==> src/rtl/bank_read_sequencer.sv <==
// rtl/bank_read_sequencer.sv - two-requester round-robin byte read sequencer for the four-bank byte mux
//
// Accepts a start byte address and length from each of two requesters and
// arbitrates between them round-robin. It steps the mux bank/byte select one
// byte per cycle and realigns the mux's registered output into a tagged byte
// stream.
//
// Ports:
//   clk, rst               clock, asynchronous active-high reset
//   req_valid[1:0]         per-requester request, held until granted
//   req_addr0/1 [3:0]      start byte address {bank, byte}
//   req_len0/1 [LEN_W-1:0] byte count (0 is treated as 1)
//   req_grant[1:0]         one-hot acceptance strobe; addr/len sampled at the end of this cycle
//   bank_sel/byte_sel      mux select, registered, held when idle
//   mux_data[7:0]          mux output, valid the cycle after sel is sampled
//   byte_valid/data/src/last  output byte stream, no backpressure
//   busy                   high from the cycle after grant until the last byte is delivered
module bank_read_sequencer #(
  parameter int LEN_W = 8
) (
  input  logic             clk,
  input  logic             rst,
  input  logic [1:0]       req_valid,
  input  logic [3:0]       req_addr0,
  input  logic [3:0]       req_addr1,
  input  logic [LEN_W-1:0] req_len0,
  input  logic [LEN_W-1:0] req_len1,
  output logic [1:0]       req_grant,
  output logic [1:0]       bank_sel,
  output logic [1:0]       byte_sel,
  input  logic [7:0]       mux_data,
  output logic             byte_valid,
  output logic [7:0]       byte_data,
  output logic             byte_src,
  output logic             byte_last,
  output logic             busy
);

  typedef enum logic [1:0] {IDLE, ISSUE, DRAIN} state_t;

  state_t           state;
  logic [3:0]       addr;     // {bank_sel, byte_sel} currently presented to the mux
  logic [LEN_W-1:0] cnt;      // bytes still to present, including the current one
  logic             pref;     // requester that wins when both are pending
  logic             src;      // owner of the burst in progress
  logic [LEN_W-1:0] len_pick;
  logic [1:0]       grant_c;

  // Issue-side tags; they travel two stages to line up with byte_data
  // (stage 1 matches mux_data, stage 2 matches the byte_data register).
  logic             issued;
  logic             issued_last;
  logic             v1;
  logic             s1;
  logic             l1;

  assign bank_sel = addr[3:2];
  assign byte_sel = addr[1:0];

  // The grant decision is made in the IDLE cycle itself so that the select is
  // already on the mux in the following cycle; this gives the 3-cycle
  // grant-to-first-byte latency.
  always_comb begin
    grant_c = 2'b00;
    if (state == IDLE && !rst) begin
      if (req_valid == 2'b11)
        grant_c = pref ? 2'b10 : 2'b01;
      else
        grant_c = req_valid;
    end
  end

  assign req_grant   = grant_c;
  assign len_pick    = grant_c[1] ? req_len1 : req_len0;
  assign issued      = (state == ISSUE);
  assign issued_last = (state == ISSUE) && (cnt == LEN_W'(1));

  always_ff @(posedge clk or posedge rst) begin
    if (rst) begin
      state <= IDLE;
      addr  <= 4'h0;
      cnt   <= '0;
      pref  <= 1'b0;
      src   <= 1'b0;
      busy  <= 1'b0;
    end else begin
      case (state)
        IDLE: begin
          if (grant_c != 2'b00) begin
            src   <= grant_c[1];
            addr  <= grant_c[1] ? req_addr1 : req_addr0;
            cnt   <= (len_pick == '0) ? LEN_W'(1) : len_pick;
            pref  <= ~grant_c[1];
            busy  <= 1'b1;
            state <= ISSUE;
          end
        end
        ISSUE: begin
          // Last byte address stays on the mux while the pipe drains.
          if (cnt == LEN_W'(1)) begin
            state <= DRAIN;
          end else begin
            addr <= addr + 4'd1;
            cnt  <= cnt - LEN_W'(1);
          end
        end
        DRAIN: begin
          if (byte_valid && byte_last) begin
            busy  <= 1'b0;
            state <= IDLE;
          end
        end
        default: state <= IDLE;
      endcase
    end
  end

  always_ff @(posedge clk or posedge rst) begin
    if (rst) begin
      v1         <= 1'b0;
      s1         <= 1'b0;
      l1         <= 1'b0;
      byte_valid <= 1'b0;
      byte_data  <= 8'h00;
      byte_src   <= 1'b0;
      byte_last  <= 1'b0;
    end else begin
      v1         <= issued;
      s1         <= src;
      l1         <= issued_last;
      byte_valid <= v1;
      byte_src   <= s1;
      byte_last  <= v1 && l1;
      if (v1)
        byte_data <= mux_data;
    end
  end

endmodule
==> config.mk <==
export PLATFORM = sky130hd
export DESIGN_NAME = bank_read_sequencer
export DESIGN_NICKNAME = d
export VERILOG_FILES = /design/src/rtl/bank_read_sequencer.sv
export SDC_FILE = /design/constraint.sdc
export NUM_CORES = 1
export LEC_CHECK = 0
export CAP_MARGIN = 5
export CORE_MARGIN = 10
export CORE_UTILIZATION = 46
export CTS_CLUSTER_DIAMETER = 50
export CTS_CLUSTER_SIZE = 24
export DETAILED_ROUTE_END_ITERATION = 10
export PLACE_DENSITY = 0.8
export SLEW_MARGIN = 20
export SYNTH_ARGS = -nofsm -noshare
export SYNTH_HDL_FRONTEND = slang
export SYNTH_SLANG_ARGS = --single-unit
==> constraint.sdc <==
create_clock -name clk -period 2.2 [get_ports clk]
set_clock_uncertainty 0.1 [all_clocks]
set_input_delay 0.44 -clock clk [delete_from_list [all_inputs] [get_ports clk]]
set_output_delay 0.44 -clock clk [all_outputs]
set_load 0.01 [all_outputs]
# == After elaboration in Yosys (flattened, before gate mapping) ==
# Cells that the tools add are included.
# classes
n_addsub,2
reduce_logical,14
bitwise_logic,1
mux,19
eq_ne,8
# ops
op,n
$mux 8,4
$pmux 8 s2,1
$mux 2,6
$mux 4,3
$reduce_and 3->1,3
$eq 8x1->1 const B,1
$logic_not 8->1,1
$pmux 4 s2,1
$sub 8x1->8 const B,1
$pmux 2 s3,1
$reduce_bool 2->1,3
$add 4x1->4 const B,1
$eq 2x2->1 const B,2
$logic_and 1x1->1,4
$ne 2x1->1 const B,2
$ne 2x2->1 const B,2
$eq 2x1->1 const B,1
$logic_not 2->1,1
$mux 1,2
$pmux 1 s2,1
$reduce_and 2->1,1
$logic_not 1->1,1
$not 1->1,1
# word_totals
reg_bits,31
out_inout_bits,18
input_bits,36

# == Depth between registers and ports, before layout ==
# Gate-level depths: netlist of the first run.
# logic_depth
depth_word,8
depth_mapped,7
ltp_nobuf,7

# == Least setup slack after synthesis of the first run ==
# Ideal clock, no wire load.
# synth_timing
kind,register to register
from,register cnt[1]
to,register addr[0]
path_buffers,0
arrival_time_ns,1.723
synth_period_minus_slack_ns,1.950
required_ns,1.974
path_stages_with_launch,8
path_slack_ns,0.250
cell_sequence,dfrtp_1 inv_1 ha_1 or3b_2 o21a_4 nor2_8 inv_4 a311o_1
# synth_via
elab_chain_len,3
# synth_lines
element,line_no,rtl
start: declaration,43,logic [LEN_W-1:0] cnt;
start signal: assignment,92,cnt <= (len_pick == '0) ? LEN_W'(1) : len_pick;
start signal: assignment,104,cnt <= cnt - LEN_W'(1);
$eq 8x1->1,100,if (cnt == LEN_W'(1)) begin
$ne 2x2->1 (no source line),-,
$reduce_and 3->1 (no source line),-,
end signal: assignment,91,addr <= grant_c[1] ? req_addr1 : req_addr0;
end signal: assignment,103,addr <= addr + 4'd1;
end: declaration,42,logic [3:0] addr;
# No other way between the ends.
# A chain may end at the register's enable or synchronous reset.

# == Final worst setup path of the first run ==
# Same ends and word-level chain as after synthesis.

==> results_dict.tcl, run 1 <==
set metrics [dict create \
    placed_area_um2 2360 \
    grt_usage 0.154 \
    start_util 0.487 \
    worst-path-max-fanout 5 \
    whs_ps 260 \
    m1WireLength_um 1920 \
    synth_warnings 0 \
    final_cells 269 \
    dp_hpwl_um 3780 \
    top_layer_used "met4" \
    antenna_found_initial 0 \
    worstSetupStartpointType "flop" \
    dp.cells 259 \
    finalWorstSetupSlack_ps 66.7 \
    cellPowerDensity_nw_per_um2 1210 \
    diodes 0 \
    clk_latency_ps 340 \
    io_pins 54 \
    status "complete, no violations" \
    clk_path_buf_depth 2 \
    synthesis.instances 149 \
    dr_wl_met2_um 2390 \
    core_um2 3420 \
    fmax_ghz 0.469 \
    worst_setup_path_end_kind "flop" \
    grt_pass1_vias 1623 \
    drc_errors 0 \
    place.gp.congestion 0.961 \
    cp.required_ps 2320 \
    fin_area_um2 2450 \
    period_minus_slack_ps 2130 \
    dr.pass1.iters 4 \
    area_growth_pct 47.1 \
    vias 1549 \
    dieWidth_um 80.1 \
    most-common-layout-cells "clkdlybuf4s50_1 (51), dfrtp_1 (31), buf_4 (20)" \
    cap_violations 0 \
    rows 21 \
    grt_pass1_wl_um 7940 \
    tritoncts "built" \
    p_leak_nw 1.09 \
    synth_area_leader_cell "dfrtp_1" \
    wl_met3_um 399 \
    syn-num-nets 188 \
    ys_seq_elements 31 \
    hold_violations 0 \
    port_buffers 53 \
    fin_nets 261 \
    post-place-ws_ps -300 \
    ir_drop_mv 1.03 \
    drt-initial-drc-count 137 \
    drive_above_1_share 0.238 \
    die_y_um 80.1 \
    slew_headroom 0.670 \
    syn-cell-area_um2 1660 \
    synth_area_leaders "dfrtp_1 (47%), mux2_2 (7.4%), a21oi_1 (3.0%)" \
    slew_viol_final 0 \
    crit_type "reg2reg" \
    worstPathArrival_ps 2250 \
    tightest_slew_ps 490 \
    routedWlPerCell_um 18.0 \
    drt_wl_total_um 4840 \
    yosysTopAreaCellShare 0.467 \
    synth_area_per_cell_um2 11.2 \
    numCtsBuffers 5 \
    synth_cell_types 51 \
    post-route-period-util 0.970 \
    fillers 250 \
    grt_max_degree 21 \
    grt_overflow 0 \
    clk_pin_slew_ps 100 \
    yosysSeqAreaShare 0.467 \
    htreeDepth 2 \
    root_buffer "clkbuf_4" \
    layout_commonest_cell "clkdlybuf4s50_1" \
    setup-violations-final 0 \
    cts.sink_count 31 \
    final_core_util 0.716 \
    ant_nets 0 \
    rsz0062_at_grt "false" \
    worst_hold_path_type "reg2reg" \
    vias_per_cell 5.76 \
    die_area_um2 6420 \
]
[power breakdown]
group | internal, mW | switching [mW]
Combinational | 0.845 | 0.734
Clock | 0.187 | 0.204
Sequential | 0.796 | 0.192
[repair_timing]
item,CTS,global route
endpoints found under the setup margin,3,2
hold buffers,0,0
pin swaps,2,1
buffers inserted,2,0
resized for setup,3,1
[path summary, 6_finish.rpt]
path | start | to | slack [ps] | cells after the start
min | s1 | byte_src | 260 | 0
max reg2reg | cnt[1] | addr[0] | 70 | 8
max | cnt[1] | addr[0] | 70 | 8
min in group asynchronous | rst | addr[1] | 380 | 3
max in group asynchronous | rst | busy | 1360 | 3
min reg2reg | s1 | byte_src | 260 | 0
[stage by stage]
step | setup TNS [ps] | total power [mW]
finish | 0 | 2.96
global route | 0 | 3.15
CTS | 0 | 2.95
detailed placement | -1360 | 2.53
global placement | -881 | 2.44
floorplan | 0 | 1.88
[cell usage after synthesis (all sizes together)]
library cell	instances
nand2b	1
or2b	1
nand4b	1
o211ai	1
o21a	2
mux2i	4
or3b	2
a21oi	10
o221ai	1
a41o	2
ha	3
o31ai	1
inv	10
nand2	5
a32o	2
or3	1
clkbuf	2
buf	6
a31oi	1
o41ai	2
nor4	3
or4	2
o21ai	4
a211o	1
a31o	1
a21o	2
o22ai	7
a221o	5
nor3	6
dfrtp	31
mux2	11
a22oi	1
nor3b	2
nand3	2
a211oi	2
nand4	1
a311o	1
nor2	3
and3	5
and2	1
[kinds of logic (layout without fill, tap and decap cells)]
family	count (synthesis)	in the layout	share of synthesized area
adder cells (fa/ha/maj)	3	3	0.0226
AND/OR/NAND/NOR	36	36	0.153
multiplexers	15	15	0.0986
flip-flops	31	31	0.467
buffers and inverters	18	92	0.0534
AO/OA/AOI/OAI	46	46	0.206
[state kept, by name, summed over array words and instances (netlist names), 2 cells and up]
signal and count:
state 2, byte_data 8, addr 4, cnt 8
[area by class of cell]
cell class,instances,area (um2),area share
multi-input cells,100,801,0.327
flip-flops and latches,31,776,0.317
repair buffers,74,699,0.286
clock buffers,7,65.1,0.0266
well taps,46,57.6,0.0235
inverters,10,40.0,0.0164
clock inverters,1,7.51,0.00307
[critical path: stages, from the launching register on]
cell     delay [ps]
dfrtp_1         400
inv_1           110
ha_1            160
or3b_4          400
o21a_4          250
nor2_8          110
buf_4           130
inv_4            40
a311o_1         310
[routing by layer]
metal  global-route usage  vias up
met5                    0        -
met4               0.0599        0
met3               0.0523       13
met2                0.266       65
met1                0.171      751
li1                     -      720
(Power assumes the default switching activity.)
==> run 2: changes to the inputs <==
--- a/config.mk
+++ b/config.mk
@@ -5,9 +5,10 @@
 export SDC_FILE = /design/constraint.sdc
 export NUM_CORES = 1
 export LEC_CHECK = 0
-export CAP_MARGIN = 5
+export CAP_MARGIN = 20
 export CORE_MARGIN = 10
 export CORE_UTILIZATION = 46
+export CTS_BUF_LIST = sky130_fd_sc_hd__clkbuf_16
 export CTS_CLUSTER_DIAMETER = 50
 export CTS_CLUSTER_SIZE = 24
 export DETAILED_ROUTE_END_ITERATION = 10
==> results_dict.tcl, run 2 (synthesis results as in run 1) <==
set metrics [dict create \
    dr.pass1.iters 4 \
    diodes 0 \
    antenna_found_initial 0 \
    root_buffer "clkbuf_16" \
    fmax_ghz 0.470 \
    tritoncts "built" \
    die_area_um2 6420 \
    worst_hold_path_type "in2async" \
    ir_drop_mv 0.892 \
    hold_violations 0 \
    largest_registers "byte_data x8, cnt x8, addr x4" \
    grt_pass1_vias 1640 \
    fin_nets 261 \
    cp.required_ps 2260 \
    numCtsBuffers 5 \
    final_core_util 0.736 \
    clk_path_buf_depth 2 \
    area_growth_pct 51.2 \
    port_buffers 53 \
    whs_ps 133 \
    grt_pass1_wl_um 8020 \
    vias_per_cell 5.81 \
    dp_hpwl_um 3780 \
    core_um2 3420 \
    dieWidth_um 80.1 \
    vias 1563 \
    layout_commonest_cell "clkdlybuf4s50_1" \
    drt_wl_total_um 4980 \
    drc_errors 0 \
    ant_nets 0 \
    tightest_slew_ps 459 \
    cellPowerDensity_nw_per_um2 1280 \
    crit_type "reg2reg" \
    dp.cells 259 \
    most-common-layout-cells "clkdlybuf4s50_1 (50), dfrtp_1 (31), buf_4 (20)" \
    die_y_um 80.1 \
    worstPathArrival_ps 2180 \
    drt-initial-drc-count 173 \
    htreeDepth 2 \
    clk_latency_ps 280 \
    period_minus_slack_ps 2130 \
    ctsHoldBuffers 0 \
    rsz0062_at_grt "false" \
    grt_overflow 0 \
    status "complete, no violations" \
    grt_max_degree 21 \
    fillers 242 \
    routedWlPerCell_um 18.5 \
    start_util 0.487 \
    worst_setup_path_end_kind "flop" \
    place.gp.congestion 0.961 \
    worstSetupStartpointType "flop" \
    setup-violations-final 0 \
    rows 21 \
    slew_headroom 0.691 \
    cts.sink_count 31 \
    slew_viol_final 0 \
    final_cells 269 \
    cap_violations 0 \
    drive_above_1_share 0.229 \
    p_leak_nw 1.13 \
    timing.setup.tns_ps 0 \
    post-route-period-util 0.967 \
    clk_pin_slew_ps 50 \
    io_pins 54 \
    grt_usage 0.160 \
    worst-path-max-fanout 5 \
]
-- run 2: cell types whose count changed in the layout (fill, tap and decap cells not counted) --
| cell | previous run | this run |
|---|---|---|
| dlymetal6s2s_1 | 0 | 1 |
| clkdlybuf4s50_1 | 51 | 50 |
| clkdlybuf4s15_1 | 1 | 0 |
| clkinv_1 | 0 | 2 |
| clkbuf_16 | 0 | 5 |
| clkbuf_4 | 5 | 0 |
| dlygate4sd2_1 | 1 | 2 |
| clkbuf_8 | 2 | 0 |
-- run 2: critical path, cell delays in order (launching register included) --
cell and delay, ps:
dfrtp_1 380, inv_1 110, ha_1 170, or3b_4 400, o21a_4 250, nor2_8 110, buf_4 130, inv_4 40
a311o_1 310
-- run 2: path summary, 6_finish.rpt --
path                             start            to  slack, ps  depth (start not counted)
worst min register to register      s1      byte_src        250                          0
max in group asynchronous          rst  byte_data[1]       1610                          3
worst max register to register  cnt[1]       addr[0]         70                          8
min in group clk                    s1      byte_src        250                          0
worst min-delay path               rst       addr[1]        130                          3
worst max-delay path            cnt[1]       addr[0]         70                          8
-- run 2: what timing repair did --
action                     in CTS  in global routing
pin swaps                       2                  1
resized for setup               3                  1
buffers inserted                2                  0
setup endpoints to repair       3                  3
-- run 2: cell type report --
| type | instances | area (um2) | area share |
|---|---|---|---|
| inverter | 10 | 40.0 | 0.0159 |
| clock inverter | 3 | 15.0 | 0.00597 |
| tap | 46 | 57.6 | 0.0229 |
| clock buffer | 5 | 125 | 0.0498 |
| sequential | 31 | 776 | 0.308 |
| multi-input combinational | 100 | 801 | 0.318 |
| timing repair buffer | 74 | 701 | 0.279 |
-- run 2: stage by stage --
| stage | total power, mW | instance area (um2) | setup slack [ps] |
|---|---|---|---|
| final | 3.22 | 2510 | 73.2 |
| after floorplan | 1.88 | 1660 | 250 |
| after global routing | 3.42 | 2510 | 12.6 |
| after detailed placement | 2.53 | 2360 | -300 |
| after CTS | 3.21 | 2510 | 4.23 |
| after global placement | 2.44 | 2360 | -229 |
-- run 2: power breakdown --
| group | switching, mW | internal [mW] | total (mW) |
|---|---|---|---|
| logic | 0.737 | 0.845 | 1.58 |
| clock network | 0.238 | 0.410 | 0.648 |
| registers | 0.195 | 0.799 | 0.994 |
| total | 1.17 | 2.05 | 3.22 |
-- run 2: routing by layer --
layer	GRT usage	vias up	part of all wire	wire length, um
met5	0	-	0	0
met4	0.100	0	0.032	159
met2	0.270	75	0.50	2490
li1	-	719	-	-
met1	0.171	752	0.38	1910
met3	0.0457	17	0.085	421
